`config.mk`:
```
export PLATFORM = sky130hd
export DESIGN_NAME = cjb_status_cond_unit_v_flat
export DESIGN_NICKNAME = d
export VERILOG_FILES = /design/src/rtl/cjb_status_cond_unit_v_if.sv /design/src/rtl/cjb_status_cond_unit_v.sv /design/src/flat_wrapper.sv
export SDC_FILE = /design/constraint.sdc
export NUM_CORES = 1
export LEC_CHECK = 0
export BUFFER_PORTS_ARGS = -buffer_cell sky130_fd_sc_hd__buf_2
export CORE_AREA = 2 2 39 41
export CTS_CLUSTER_DIAMETER = 40
export DETAILED_ROUTE_END_ITERATION = 16
export DIE_AREA = 0 0 41 43
export GPL_ROUTABILITY_DRIVEN = 1
export GPL_TIMING_DRIVEN = 0
export PLACE_DENSITY = 0.61
export SETUP_SLACK_MARGIN = 0.2
export SLEW_MARGIN = 20
export SYNTH_ARGS = -nofsm -noshare
export SYNTH_HDL_FRONTEND = slang
export SYNTH_SLANG_ARGS = --single-unit
```
`constraint.sdc`:
```
create_clock -name Clock -period 2 [get_ports Clock]
set_clock_uncertainty 0.1 [all_clocks]
set_input_delay 0.1 -clock Clock [delete_from_list [all_inputs] [get_ports Clock]]
set_output_delay 0.1 -clock Clock [all_outputs]
set_load 0.02 [all_outputs]
```
`src/rtl/cjb_status_cond_unit_v_if.sv`:
```
// Flag/condition bus between the arithmetic unit, control sequencer and the
// status/condition unit. The master side produces flags and requests; the
// slave side (the status unit) returns SR, carry and branch decisions.
interface cjb_status_cond_unit_v_if;
  logic [3:0] Arith_CNVZ;
  logic [3:0] Flag_Update;
  logic       Z_Chain;
  logic       SR_Load;
  logic [3:0] SR_Data_In;
  logic       Cond_Eval;
  logic [3:0] Cond_Sel;
  logic [3:0] SR_Out;
  logic       Carry_Out;
  logic       Cond_Valid;
  logic       Cond_True;

  modport master (
    output Arith_CNVZ, Flag_Update, Z_Chain, SR_Load, SR_Data_In,
           Cond_Eval, Cond_Sel,
    input  SR_Out, Carry_Out, Cond_Valid, Cond_True
  );

  modport slave (
    input  Arith_CNVZ, Flag_Update, Z_Chain, SR_Load, SR_Data_In,
           Cond_Eval, Cond_Sel,
    output SR_Out, Carry_Out, Cond_Valid, Cond_True
  );
endinterface

```
`src/rtl/cjb_status_cond_unit_v.sv`:
```
// Status/condition unit: holds the {C,N,V,Z} status register, applies masked
// and Z-chained flag updates or a context-restore load, and returns a
// registered branch decision one cycle after each evaluation strobe.
module cjb_status_cond_unit_v #(
  parameter bit FORWARD = 1'b0
) (
  input logic                         Clock,
  input logic                         Resetn,
  cjb_status_cond_unit_v_if.slave     bus
);

  // Flag bit positions inside SR {C,N,V,Z}
  localparam int C_BIT = 3;
  localparam int N_BIT = 2;
  localparam int V_BIT = 1;
  localparam int Z_BIT = 0;

  // Status register and evaluation result registers
  logic [3:0] sr_p1;
  logic       vld_p1;
  logic       true_p1;

  // Next-state SR and the SR image the condition is evaluated against
  logic [3:0] sr_nxt;
  logic [3:0] s_eval;

  // SR next state: restore load wins, otherwise per-flag masked update where a
  // chained Z accumulates equality across the bytes of a multi-byte operation.
  function automatic logic [3:0] sr_next_f(
    input logic [3:0] sr_cur,
    input logic       load,
    input logic [3:0] load_data,
    input logic [3:0] mask,
    input logic [3:0] cnvz,
    input logic       z_chain
  );
    logic [3:0] nxt;
    nxt = sr_cur;
    if (load) begin
      nxt = load_data;
    end else begin
      if (mask[C_BIT]) nxt[C_BIT] = cnvz[C_BIT];
      if (mask[N_BIT]) nxt[N_BIT] = cnvz[N_BIT];
      if (mask[V_BIT]) nxt[V_BIT] = cnvz[V_BIT];
      if (mask[Z_BIT]) begin
        if (z_chain) nxt[Z_BIT] = sr_cur[Z_BIT] & cnvz[Z_BIT];
        else         nxt[Z_BIT] = cnvz[Z_BIT];
      end
    end
    return nxt;
  endfunction

  // Branch condition decode. C=1 means no borrow, so HI/LS are the unsigned
  // greater / lower-or-same tests after a subtract.
  function automatic logic cond_f(
    input logic [3:0] sel,
    input logic [3:0] s
  );
    logic c, n, v, z;
    logic res;
    c = s[C_BIT];
    n = s[N_BIT];
    v = s[V_BIT];
    z = s[Z_BIT];
    case (sel)
      4'd0:    res = 1'b1;
      4'd1:    res = c;
      4'd2:    res = ~c;
      4'd3:    res = n;
      4'd4:    res = ~n;
      4'd5:    res = v;
      4'd6:    res = ~v;
      4'd7:    res = z;
      4'd8:    res = ~z;
      4'd9:    res = (n == v);
      4'd10:   res = (n != v);
      4'd11:   res = ~z & (n == v);
      4'd12:   res = z | (n != v);
      4'd13:   res = c & ~z;
      4'd14:   res = ~c | z;
      default: res = 1'b0;
    endcase
    return res;
  endfunction

  // Next-state SR and forwarding selection for the evaluation source
  always_comb begin
    sr_nxt = sr_next_f(sr_p1, bus.SR_Load, bus.SR_Data_In,
                       bus.Flag_Update, bus.Arith_CNVZ, bus.Z_Chain);
    s_eval = FORWARD ? sr_nxt : sr_p1;
  end

  // ---- stage p1: status register update ----
  // SR follows its next-state every edge; reset clears all flags
  always_ff @(posedge Clock or negedge Resetn) begin
    if (!Resetn) sr_p1 <= 4'b0000;
    else         sr_p1 <= sr_nxt;
  end

  // ---- stage p1: condition result ----
  // One valid pulse per strobe; the decision is held between strobes and a
  // reset discards any evaluation in flight.
  always_ff @(posedge Clock or negedge Resetn) begin
    if (!Resetn) begin
      vld_p1  <= 1'b0;
      true_p1 <= 1'b0;
    end else begin
      vld_p1 <= bus.Cond_Eval;
      if (bus.Cond_Eval) true_p1 <= cond_f(bus.Cond_Sel, s_eval);
    end
  end

  assign bus.SR_Out     = sr_p1;
  assign bus.Carry_Out  = sr_p1[C_BIT];
  assign bus.Cond_Valid = vld_p1;
  assign bus.Cond_True  = true_p1;

endmodule
```
`src/flat_wrapper.sv`:
```
// flat-port wrapper written by rule: the top's interface ports become plain ports
module cjb_status_cond_unit_v_flat 
#(
  parameter bit FORWARD = 1'b0
)
  (Clock, Resetn, bus_Arith_CNVZ, bus_Flag_Update, bus_Z_Chain, bus_SR_Load, bus_SR_Data_In, bus_Cond_Eval, bus_Cond_Sel, bus_SR_Out, bus_Carry_Out, bus_Cond_Valid, bus_Cond_True);
  cjb_status_cond_unit_v_if bus_i ();
  input logic Clock;
  input logic Resetn;
  input wire logic [$bits(bus_i.Arith_CNVZ)-1:0] bus_Arith_CNVZ;
  input wire logic [$bits(bus_i.Flag_Update)-1:0] bus_Flag_Update;
  input wire logic [$bits(bus_i.Z_Chain)-1:0] bus_Z_Chain;
  input wire logic [$bits(bus_i.SR_Load)-1:0] bus_SR_Load;
  input wire logic [$bits(bus_i.SR_Data_In)-1:0] bus_SR_Data_In;
  input wire logic [$bits(bus_i.Cond_Eval)-1:0] bus_Cond_Eval;
  input wire logic [$bits(bus_i.Cond_Sel)-1:0] bus_Cond_Sel;
  output wire logic [$bits(bus_i.SR_Out)-1:0] bus_SR_Out;
  output wire logic [$bits(bus_i.Carry_Out)-1:0] bus_Carry_Out;
  output wire logic [$bits(bus_i.Cond_Valid)-1:0] bus_Cond_Valid;
  output wire logic [$bits(bus_i.Cond_True)-1:0] bus_Cond_True;
  assign bus_i.Arith_CNVZ = bus_Arith_CNVZ;
  assign bus_i.Flag_Update = bus_Flag_Update;
  assign bus_i.Z_Chain = bus_Z_Chain;
  assign bus_i.SR_Load = bus_SR_Load;
  assign bus_i.SR_Data_In = bus_SR_Data_In;
  assign bus_i.Cond_Eval = bus_Cond_Eval;
  assign bus_i.Cond_Sel = bus_Cond_Sel;
  assign bus_SR_Out = bus_i.SR_Out;
  assign bus_Carry_Out = bus_i.Carry_Out;
  assign bus_Cond_Valid = bus_i.Cond_Valid;
  assign bus_Cond_True = bus_i.Cond_True;
  cjb_status_cond_unit_v #(.FORWARD(FORWARD)) u_core (.Clock(Clock), .Resetn(Resetn), .bus(bus_i));
endmodule
```
# [Word level (Yosys, flattened, before mapping)]
# Cells that the tools add are included.
[totals] regBits=6 output_inout_bits=7 word_cells=43
[op_classes] n_eq_ne=16 muxes=7 n_bitwise=9 reduce_logical=5
[op_table] op="$eq A4 B4 Y1 const B" n=7
[op_table] op="$eq A4 B3 Y1 const B" n=4
[op_table] op="$pmux W1 S15" n=1
[op_table] op="$eq A4 B2 Y1 const B" n=2
[op_table] op="$reduce_bool A2 Y1" n=4
[op_table] op="$mux W1" n=5
[op_table] op="$eq A4 B1 Y1 const B" n=1
[op_table] op="$logic_not A4 Y1" n=1
[op_table] op="$mux W4" n=1
[op_table] op="$not A1 Y1" n=4
[op_table] op="$and A1 B1 Y1" n=3
[op_table] op="$or A1 B1 Y1" n=2
[op_table] op="$eq A1 B1 Y1" n=1
[op_table] op="$ne A1 B1 Y1" n=1

# [Depth between registers and ports, before layout]
# Gate-level depths: netlist of run 1.
[depth] ltp_word=4 ltp_mapped=5

# [Least setup slack after synthesis of run 1]
# No wires, ideal clock.
[synth_path] kind="register -> register" startpoint="register u_core.sr_p1[0] (netlist: u_core.bus.SR_Out[0])" endpoint="register u_core.true_p1 (netlist: u_core.bus.Cond_True)" setup_ps=82 arrival_ps=1407 required_time_ps=1818 slack_ps=411 path_stages_with_launch=5 synth_period_minus_slack_ps=1589 path_cell_list="dfrtp_1 > and3b_1 > or4_1 > o311a_1 > a31oi_1"
[synth_between] elab_chain_cells=3
[synth_rtl] element="start, declared" line_no="cjb_status_cond_unit_v.sv:19" text="logic [3:0] sr_p1;"
[synth_rtl] element="start signal, assigned" line_no="cjb_status_cond_unit_v.sv:97" text="else sr_p1 <= sr_nxt;"
[synth_rtl] element="$not A1 Y1" line_no="cjb_status_cond_unit_v.sv:74, cjb_status_cond_unit_v.sv:77, cjb_status_cond_unit_v.sv:79"
[synth_rtl] element="$and A1 B1 Y1, on equally long branches" line_no="cjb_status_cond_unit_v.sv:79, cjb_status_cond_unit_v.sv:77"
[synth_rtl] element="$pmux W1 S15 *" line_no="cjb_status_cond_unit_v.sv:65" text="case (sel)"
[synth_rtl] element="end signal, assigned" line_no="cjb_status_cond_unit_v.sv:109" text="if (bus.Cond_Eval) true_p1 <= cond_f(bus.Cond_Sel, s_eval);"
[synth_rtl] element="end, declared" line_no="cjb_status_cond_unit_v.sv:21" text="logic true_p1;"
# Mark *: on every way between the ends. The rest lies on a longest branch, timed or not.
# A chain may end at the register's enable or synchronous reset.

# [Worst setup path after layout of run 1]
# Same ends and word-level chain as after synthesis.

==> flow_summary.json, run 1 <==
{
  "outcome": "finished clean",
  "wirelength_met1_microns": 432,
  "dr_wl_met2_microns": 514,
  "slew_headroom": 0.839,
  "cts_resized": 0,
  "internal_power_w": 0.000261,
  "fp.dieArea_sq_mm": 0.00176,
  "regArea_sq_um": 150,
  "finalHoldViolations": 0,
  "start_util": 0.305,
  "synth_top_area_cell": "dfrtp_1",
  "synthesis.instances": 48,
  "endpoint_kind": "flop",
  "r2r_slack_ns": 0.43,
  "first_iter_violations": 4,
  "worstSetupStartpointType": "flop",
  "path_cells": "and3b_1 > or4_1 > o311a_1 > a31oi_1",
  "grt_usage": 0.131,
  "io_buffers": 26,
  "rsz0062_at_grt": "no",
  "hpwl_microns": 801,
  "setup_violations": 0,
  "cts_tree": "done",
  "cts_root_buf": "clkbuf_4",
  "fin_area_sq_um": 654,
  "wl_per_cell_microns": 10.3,
  "grt_pass1_vias": 413,
  "synthTopCellsByArea": "dfrtp_1 (36%), mux2i_1 (12%), o21ai_0 (5.9%)",
  "fin_util": 0.473,
  "antenna_left": 0,
  "core_sq_mm": 0.00138,
  "vias_per_cell": 4.98,
  "peakVddDrop_mv": 0.253,
  "antenna_found_initial": 0,
  "place_area_sq_um": 572,
  "period_needed_ns": 1.57,
  "drv_slew": 0,
  "wl_microns": 1020,
  "path_clk_slew_ns": 0.05,
  "ys_ff_latch": 6,
  "dr_wl_met3_microns": 76,
  "cts_buffers": 3,
  "post_layout_nonfiller_instances": 99,
  "ys_seq_area_frac": 0.356,
  "p_comb_frac": 0.308,
  "top_layer_used": "met3",
  "yosysUniqueCellTypes": 27,
  "hold_depth": 2,
  "avgSynthCellArea_sq_um": 8.78,
  "p_sw_w": 0.000119,
  "cts_max_level": 1,
  "worstPathArrival_ns": 1.64,
  "ys_warn_count": 0,
  "gp_congestion": 0.729,
  "firstDrtPassIters": 4,
  "tightestPinTransition_ns": 0.240,
  "dr_total_vias": 493,
  "cp_top_family": "simple AND/OR/NAND/NOR gates",
  "die_x_microns": 41,
  "ioPinCount": 28,
  "layout-drive-gt1-share": 0.386,
  "synth_top_area_frac": 0.356,
  "critPathSlowestCell": "or4_1",
  "hold_buffers": 6,
  "grt_pass1_wl_microns": 1600,
  "cp_slowest_stage_delay_ns": 0.46,
  "drcViolationCount": 0,
  "p_clk_frac": 0.303,
  "die_h_microns": 43,
  "r2r_cells": 4,
  "clock.fmax_mhz": 636,
  "p_leak_nw": 0.328,
  "finalSetupTns_ns": 0,
  "nFillCells": 151,
  "syn_nets": 69,
  "min_to": "u_core.bus.SR_Out[3]$_DFFE_PN0P_",
  "maxCapViolCount": 0,
  "switching_share": 0.313,
  "rows": 14,
  "min_from": "bus_SR_Load",
  "cp_max_fo": 6,
  "clock-sinks": 6,
  "r2r-start": "u_core.bus.SR_Out[0]$_DFFE_PN0P_",
  "grt_max_degree": 11,
  "fin_crit_sh": 0.786,
  "power_density_mw_per_mm2": 580,
  "path_buf_inv": 0,
  "rr_endpoint": "u_core.bus.Cond_True$_DFFE_PN0P_",
  "antennaDiodeCount": 0,
  "grt-ovfl-total": 0,
  "worstPathRequired_ns": 2.06,
  "clockBufferDepth": 2,
  "power.share.sequential": 0.389,
  "multiInputGateArea_sq_um": 240,
  "nets": 106,
  "syn_area_sq_um": 422,
  "worstSetupPathType": "flop to flop",
  "clock_latency_ns": 0.24,
  "post_cts_buffers": 0,
  "synthToLayoutAreaGrowth_pct": 55.2,
  "hold_class": "input pin to flop",
  "placedCellCount": 90
}
-- placed cells by master (no fill, tap or decap), types with 2 or more instances in the layout --
master / n
inv_1: 2
o21ai_0: 5
nor2_1: 3
mux2i_1: 5
buf_2: 27
dlygate4sd3_1: 6
clkbuf_4: 3
dfrtp_1: 6
nand3_1: 2
nand2_1: 5
-- per-layer routing --
metal  vias up  track usage
met2        20        0.209
li1        248            -
met3         0       0.0314
met4         0       0.0400
met1       225        0.166
met5         -            0
-- flip-flops by register name, indices dropped and copies added (netlist names) --
| signal | flops |
|---|---|
| u_core.bus.Cond_True | 1 |
| u_core.bus.Cond_Valid | 1 |
| u_core.bus.SR_Out | 4 |
-- cell usage after synthesis --
master	count
a211oi_1	1
a21oi_1	1
a221oi_1	1
a311oi_1	1
a31oi_1	1
and3_1	1
and3b_1	1
buf_2	1
buf_4	1
buf_6	1
dfrtp_1	6
inv_1	2
mux2i_1	5
nand2_1	5
nand3_1	2
nand3b_1	1
nand4_1	1
nor2_1	3
nor2b_1	1
nor3b_1	1
o211ai_1	1
o21ai_0	5
o22ai_1	1
o311a_1	1
or2_1	1
or4_1	1
xnor2_1	1
-- worst max path at each step --
stage	from	end	depth (start not counted)
floorplan	u_core.bus.SR_Out[0]$_DFFE_PN0P_	u_core.bus.Cond_True$_DFFE_PN0P_	4
global placement	u_core.bus.SR_Out[0]$_DFFE_PN0P_	u_core.bus.Cond_True$_DFFE_PN0P_	4
detailed placement	u_core.bus.SR_Out[0]$_DFFE_PN0P_	u_core.bus.Cond_True$_DFFE_PN0P_	4
CTS	u_core.bus.SR_Out[0]$_DFFE_PN0P_	u_core.bus.Cond_True$_DFFE_PN0P_	4
global route	u_core.bus.SR_Out[0]$_DFFE_PN0P_	u_core.bus.Cond_True$_DFFE_PN0P_	4
finish	u_core.bus.SR_Out[0]$_DFFE_PN0P_	u_core.bus.Cond_True$_DFFE_PN0P_	4
-- cells by family after synthesis --
family,Yosys count,synth area share
AOI/OAI and AO/OA,13,0.202
xor gates and xnor gates,1,0.0208
buffers and inverters,5,0.0742
DFF,6,0.356
muxes,5,0.119
and+or+nand+nor,18,0.229
-- through the flow --
step	hold WS, ns	total power (W)	worst slack (ns)
floorplan	-0.296	0.000211	0.411
global placement	-0.170	0.000257	0.443
detailed placement	-0.163	0.000259	0.415
CTS	0.0315	0.000387	0.404
global route	0.0635	0.000405	0.293
finish	0.0321	0.000380	0.427
-- cell type report --
cell class	count	area share
Multi-Input combinational cell	37	0.367
Buffer	3	0.0363
Sequential cell	6	0.229
Clock buffer	3	0.0344
Timing Repair Buffer	32	0.291
Tap cell	16	0.0306
Inverter	2	0.0115
-- power by group through the flow --
| stage | clock, W | sequential, W | combinational, W |
|---|---|---|---|
| after detailed placement | 0 | 0.000150 | 0.000109 |
| after floorplan | 0 | 0.000162 | 0.0000483 |
| after global placement | 0 | 0.000149 | 0.000108 |
| final | 0.000115 | 0.000148 | 0.000117 |
| after global routing | 0.000124 | 0.000151 | 0.000130 |
| after CTS | 0.000121 | 0.000148 | 0.000118 |
(Power assumes the default switching activity.)
==> run 2, diff against run 1 <==
Settings changed: ABC_AREA from default to 1, PLACE_DENSITY 0.61 to 0.67.
Clock period 2 ns to 1.6 ns, I/O delays scaled along.
==> flow_summary.json, run 2 <==
{
  "rsz0062_at_grt": "no",
  "avgSynthCellArea_sq_um": 5.88,
  "antenna_found_initial": 0,
  "yosysMostFrequentCell": "nand2_1",
  "grt_use_met3": 0.0157,
  "worstPathRequired_ns": 1.62,
  "peakVddDrop_mv": 0.373,
  "die_h_microns": 43,
  "slew_headroom": 0.881,
  "p_leak_nw": 0.439,
  "clock-sinks": 6,
  "clock_latency_ns": 0.24,
  "drcViolationCount": 0,
  "finalSetupTns_ns": 0,
  "async_flop_share": 1.00,
  "worstSetupStartpointType": "flop",
  "cts_tree": "done",
  "violations": "negative hold slack",
  "switching_share": 0.321,
  "grt_max_degree": 9,
  "power.share.sequential": 0.373,
  "internal_power_w": 0.000326,
  "ys_top_cells_by_count": "nand2_1 (27), inv_1 (14), nor2_1 (13)",
  "p_clk_frac": 0.271,
  "antennaDiodeCount": 0,
  "nets": 142,
  "fin_crit_sh": 0.794,
  "clockBufferDepth": 2,
  "grt_usage": 0.163,
  "ys_warn_count": 0,
  "p_comb_frac": 0.355,
  "outcome": "finished with violations",
  "crit_end": "u_core.bus.Cond_True$_DFFE_PN0P_",
  "syn_area_sq_um": 488,
  "p_sw_w": 0.000155,
  "r2r_cells": 8,
  "tightestPinTransition_ns": 0.176,
  "fp.dieArea_sq_mm": 0.00176,
  "cts_root_buf": "clkbuf_4",
  "grt-busiest-layer": "met2",
  "largest_register_ffs": 4,
  "io_buffers": 26,
  "setup_violations": 0,
  "nFillCells": 145,
  "syn_nets": 104,
  "ys_seq_area_frac": 0.308,
  "r2r_slack_ns": 0.33,
  "die_x_microns": 41,
  "rows": 14,
  "fin_util": 0.528,
  "antenna_left": 0,
  "first_iter_violations": 4,
  "synthFlopType": "dfrtp_1",
  "rr_endpoint": "u_core.bus.Cond_True$_DFFE_PN0P_",
  "hpwl_microns": 878,
  "final_common_cell": "nand2_1",
  "grt-ovfl-total": 0,
  "grt_pass1_vias": 554,
  "r2r-start": "u_core.bus.SR_Out[2]$_DFFE_PN0P_",
  "ioPinCount": 28,
  "synthesis.instances": 83,
  "synth_edf_count": 0,
  "ys_ff_latch": 6,
  "wl_per_cell_microns": 8.48,
  "cts_max_level": 1,
  "grt_pass1_wl_microns": 1970,
  "cts_resized": 0,
  "dr_total_vias": 591,
  "synth_top_area_cell": "dfrtp_1",
  "gp_congestion": 0.699,
  "crit_start": "u_core.bus.SR_Out[2]$_DFFE_PN0P_",
  "wl_microns": 1150,
  "grt_use_met2": 0.275,
  "worstPathArrival_ns": 1.29,
  "clock.fmax_mhz": 787,
  "cts_buffers": 3,
  "synth_top_area_frac": 0.308,
  "period_needed_ns": 1.27,
  "drv_slew": 0,
  "synthTopCellsByArea": "dfrtp_1 (31%), nand2_1 (21%), inv_1 (11%)",
  "core_sq_mm": 0.00138,
  "layout_common_cells": "nand2_1 (27), buf_2 (26), inv_1 (14), nor2_1 (13), dlygate4sd3_1 (7)",
  "worst_hold_slack_ns": -0.0401,
  "yosysUniqueCellTypes": 14,
  "layout-drive-gt1-share": 0.286,
  "finalHoldViolations": 1,
  "endpoint_kind": "flop",
  "maxCapViolCount": 0,
  "power_density_mw_per_mm2": 658,
  "hold_class": "input pin to flop",
  "synthToLayoutAreaGrowth_pct": 49.7,
  "worstSetupPathType": "flop to flop",
  "vias_per_cell": 4.38,
  "cp_max_fo": 4,
  "start_util": 0.353,
  "grtUsageMet1": 0.182,
  "firstDrtPassIters": 3,
  "path_clk_slew_ns": 0.04
}
[run 2: cells by family (layout without fill, tap and decap cells)]
logic type | count (synthesis) | in the layout | synth area share
AOI/OAI and AO/OA | 12 | 12 | 0.133
buffers and inverters | 17 | 53 | 0.146
DFF | 6 | 6 | 0.308
and+or+nand+nor | 48 | 48 | 0.413
[run 2: cell type report]
class                           instances  area, sq um  area share
Buffer                                  2         15.0      0.0205
Clock buffer                            3         22.5      0.0308
Inverter                               15         56.3      0.0771
Multi-Input combinational cell         60          267       0.365
Sequential cell                         6          150       0.205
Tap cell                               16         20.0      0.0274
Timing Repair Buffer                   33          200       0.274
[run 2: routing by layer]
layer	up-vias	wire [microns]
met4	0	12
met5	-	0
met3	2	57
met1	249	490
li1	324	-
met2	16	585
[run 2: through the flow]
stage | area [sq um] | hold slack [ns] | instances | setup slack [ns] | total power (W)
after floorplan | 488 | -0.316 | 83 | 0.330 | 0.000280
after global placement | 638 | -0.196 | 125 | 0.325 | 0.000338
after detailed placement | 638 | -0.193 | 125 | 0.331 | 0.000340
after CTS | 741 | 0.0179 | 136 | 0.269 | 0.000491
after global routing | 731 | 0.0211 | 135 | 0.220 | 0.000517
final | 731 | -0.0401 | 135 | 0.329 | 0.000481
[run 2: power groups by stage]
| stage | Clock [W] | Sequential, W | Combinational, W |
|---|---|---|---|
| after detailed placement | 0 | 0.000182 | 0.000158 |
| after global routing | 0.000141 | 0.000182 | 0.000195 |
| after CTS | 0.000138 | 0.000179 | 0.000174 |
| after global placement | 0 | 0.000181 | 0.000157 |
| after floorplan | 0 | 0.000200 | 0.0000798 |
| final | 0.000130 | 0.000180 | 0.000171 |
[run 2: repair_timing]
| action | 4_1_cts | 5_1_grt |
|---|---|---|
| hold endpoints to repair | 11 | 0 |
| buffers inserted | 0 | 0 |
| hold buffers | 8 | 0 |
| setup endpoints to repair | 0 | 1 |
[run 2: how the worst min path moves through the flow]
stage / from / end / cells after the start
floorplan: Resetn / u_core.bus.Cond_True$_DFFE_PN0P_ / 0
global placement: Resetn / u_core.bus.Cond_Valid$_DFF_PN0_ / 1
detailed placement: Resetn / u_core.bus.SR_Out[0]$_DFFE_PN0P_ / 1
CTS: bus_Arith_CNVZ[1] / u_core.bus.SR_Out[1]$_DFFE_PN0P_ / 3
global route: bus_SR_Load / u_core.bus.SR_Out[0]$_DFFE_PN0P_ / 3
finish: bus_SR_Load / u_core.bus.SR_Out[0]$_DFFE_PN0P_ / 3
[run 2: worst max-delay path: stages, from the launching register on]
cell      delay, ns
dfrtp_1        0.40
inv_1          0.11
nand2_1        0.08
nand2_1        0.08
nand2_1        0.05
nand3_1        0.06
nand3_1        0.09
o21bai_1       0.12
nand2_1        0.06
==> run 3, diff against run 2 <==
Settings changed: ABC_AREA 1 to 0, PLACE_DENSITY 0.67 to 0.61.
Clock period 1.6 ns to 1.2 ns, I/O delays scaled along.
==> flow_summary.json, run 3 (synthesized netlist as in run 1, its figures left out) <==
{
  "outcome": "finished with violations",
  "violations": "negative setup slack",
  "power_density_mw_per_mm2": 927,
  "maxCapViolCount": 0,
  "wl_microns": 1180,
  "die_x_microns": 41,
  "first_iter_violations": 12,
  "path_clk_slew_ns": 0.05,
  "clock_latency_ns": 0.25,
  "cts_max_level": 1,
  "rows": 14,
  "period_needed_ns": 1.41,
  "peakVddDrop_mv": 0.898,
  "cp_max_fo": 2,
  "slew_headroom": 0.841,
  "fin_crit_sh": 1.17,
  "layout-drive-gt1-share": 0.473,
  "final_common_cell": "buf_2",
  "setup_ws_ns": -0.208,
  "setup_violations": 2,
  "path_cells": "and3b_1 > or4_1 > o311a_1 > a31oi_1",
  "drv_slew": 0,
  "worstSetupPathType": "flop to flop",
  "die_h_microns": 43,
  "fin_util": 0.561,
  "p_leak_nw": 0.380,
  "finalHoldViolations": 0,
  "ioPinCount": 28,
  "worstPathArrival_ns": 1.47,
  "grt_usage": 0.140,
  "start_util": 0.305,
  "cts_root_buf": "clkbuf_4",
  "critPathSlowestCell": "or4_1",
  "grt_pass1_vias": 434,
  "tightestPinTransition_ns": 0.237,
  "worstSetupStartpointType": "flop",
  "worst_hold_slack_ns": 0.00556,
  "fp.dieArea_sq_mm": 0.00176,
  "placedCellCount": 90,
  "nets": 113,
  "firstDrtPassIters": 4,
  "hold_class": "input pin to flop",
  "vias_per_cell": 4.81,
  "synthToLayoutAreaGrowth_pct": 84.3,
  "clockBufferDepth": 2,
  "r2r_slack_ns": -0.21,
  "largest_register_ffs": 4,
  "core_sq_mm": 0.00138,
  "layout_common_cells": "buf_2 (22), buf_6 (9), dlygate4sd3_1 (8), mux2i_1 (5), nand2_1 (5)",
  "antenna_left": 0,
  "drcViolationCount": 0,
  "rsz0062_at_grt": "yes",
  "io_buffers": 26,
  "grt-ovfl-total": 0,
  "cts_buffers": 3,
  "grt_max_degree": 11,
  "post_layout_nonfiller_instances": 107,
  "endpoint_kind": "flop",
  "gp_congestion": 0.667,
  "antennaDiodeCount": 0,
  "cp_slowest_stage_delay_ns": 0.46,
  "wl_per_cell_microns": 11.0,
  "cts_tree": "done",
  "dr_total_vias": 515,
  "grt_pass1_wl_microns": 1700,
  "worstPathRequired_ns": 1.27,
  "clock-sinks": 6,
  "antenna_found_initial": 0,
  "hpwl_microns": 786,
  "clock.fmax_mhz": 710
}
-- run 3: timing repair --
action                                  4_1_cts  5_1_grt
hold buffers                                  8        0
endpoints found under the hold margin        11        0
endpoints found under the setup margin        6        8
setup buffers                                 3        2
resized for setup                            14        6
-- run 3: path summary, 6_finish.rpt --
check | start | to | depth (start not counted)
max | u_core.bus.SR_Out[0]$_DFFE_PN0P_ | u_core.bus.Cond_True$_DFFE_PN0P_ | 4
min | bus_Flag_Update[3] | u_core.bus.SR_Out[3]$_DFFE_PN0P_ | 3
max reg2reg | u_core.bus.SR_Out[0]$_DFFE_PN0P_ | u_core.bus.Cond_True$_DFFE_PN0P_ | 4
min reg2reg | u_core.bus.Cond_True$_DFFE_PN0P_ | u_core.bus.Cond_True$_DFFE_PN0P_ | 2
max in group asynchronous | Resetn | u_core.bus.SR_Out[1]$_DFFE_PN0P_ | 2
min in group asynchronous | Resetn | u_core.bus.SR_Out[0]$_DFFE_PN0P_ | 2
-- run 3: report_power, final --
group / switching (W) / leakage, nW / total, W / internal, W
Clock: 0.0000786 / 0.0150 / 0.000205 / 0.000126
Combinational: 0.000115 / 0.298 / 0.000266 / 0.000151
Sequential: 0.0000235 / 0.0671 / 0.000249 / 0.000225
-- run 3: worst max-delay path, delay by kind of cell, from the launching register on --
family | cells | cell delay (ns)
simple gates | 2 | 0.63
flops | 1 | 0.36
compound gates | 2 | 0.24
-- run 3: cell type report --
type,count,area (sq um)
fill,130,607
clock buffer,4,26.3
inverter,2,7.51
multi-input combinational,37,254
sequential,6,155
buffer,3,27.5
timing repair buffer,39,287
tap,16,20.0
-- run 3: metrics by stage --
| step | setup TNS, ns | instance area [sq um] | power [W] | setup slack (ns) |
|---|---|---|---|---|
| 4_1_cts | -0.213 | 739 | 0.000698 | -0.213 |
| 2_1_floorplan | -0.270 | 423 | 0.000352 | -0.270 |
| 5_1_grt | -0.400 | 777 | 0.000765 | -0.273 |
| 3_3_place_gp | -0.262 | 573 | 0.000431 | -0.262 |
| 3_5_place_dp | -0.260 | 573 | 0.000432 | -0.260 |
| 6_report | -0.304 | 777 | 0.000720 | -0.208 |
-- run 3: per-layer routing --
layer / wire, microns / GRT usage
met5: 0 / 0
met4: 6 / 0
met3: 93 / 0.0785
met2: 572 / 0.234
met1: 509 / 0.160
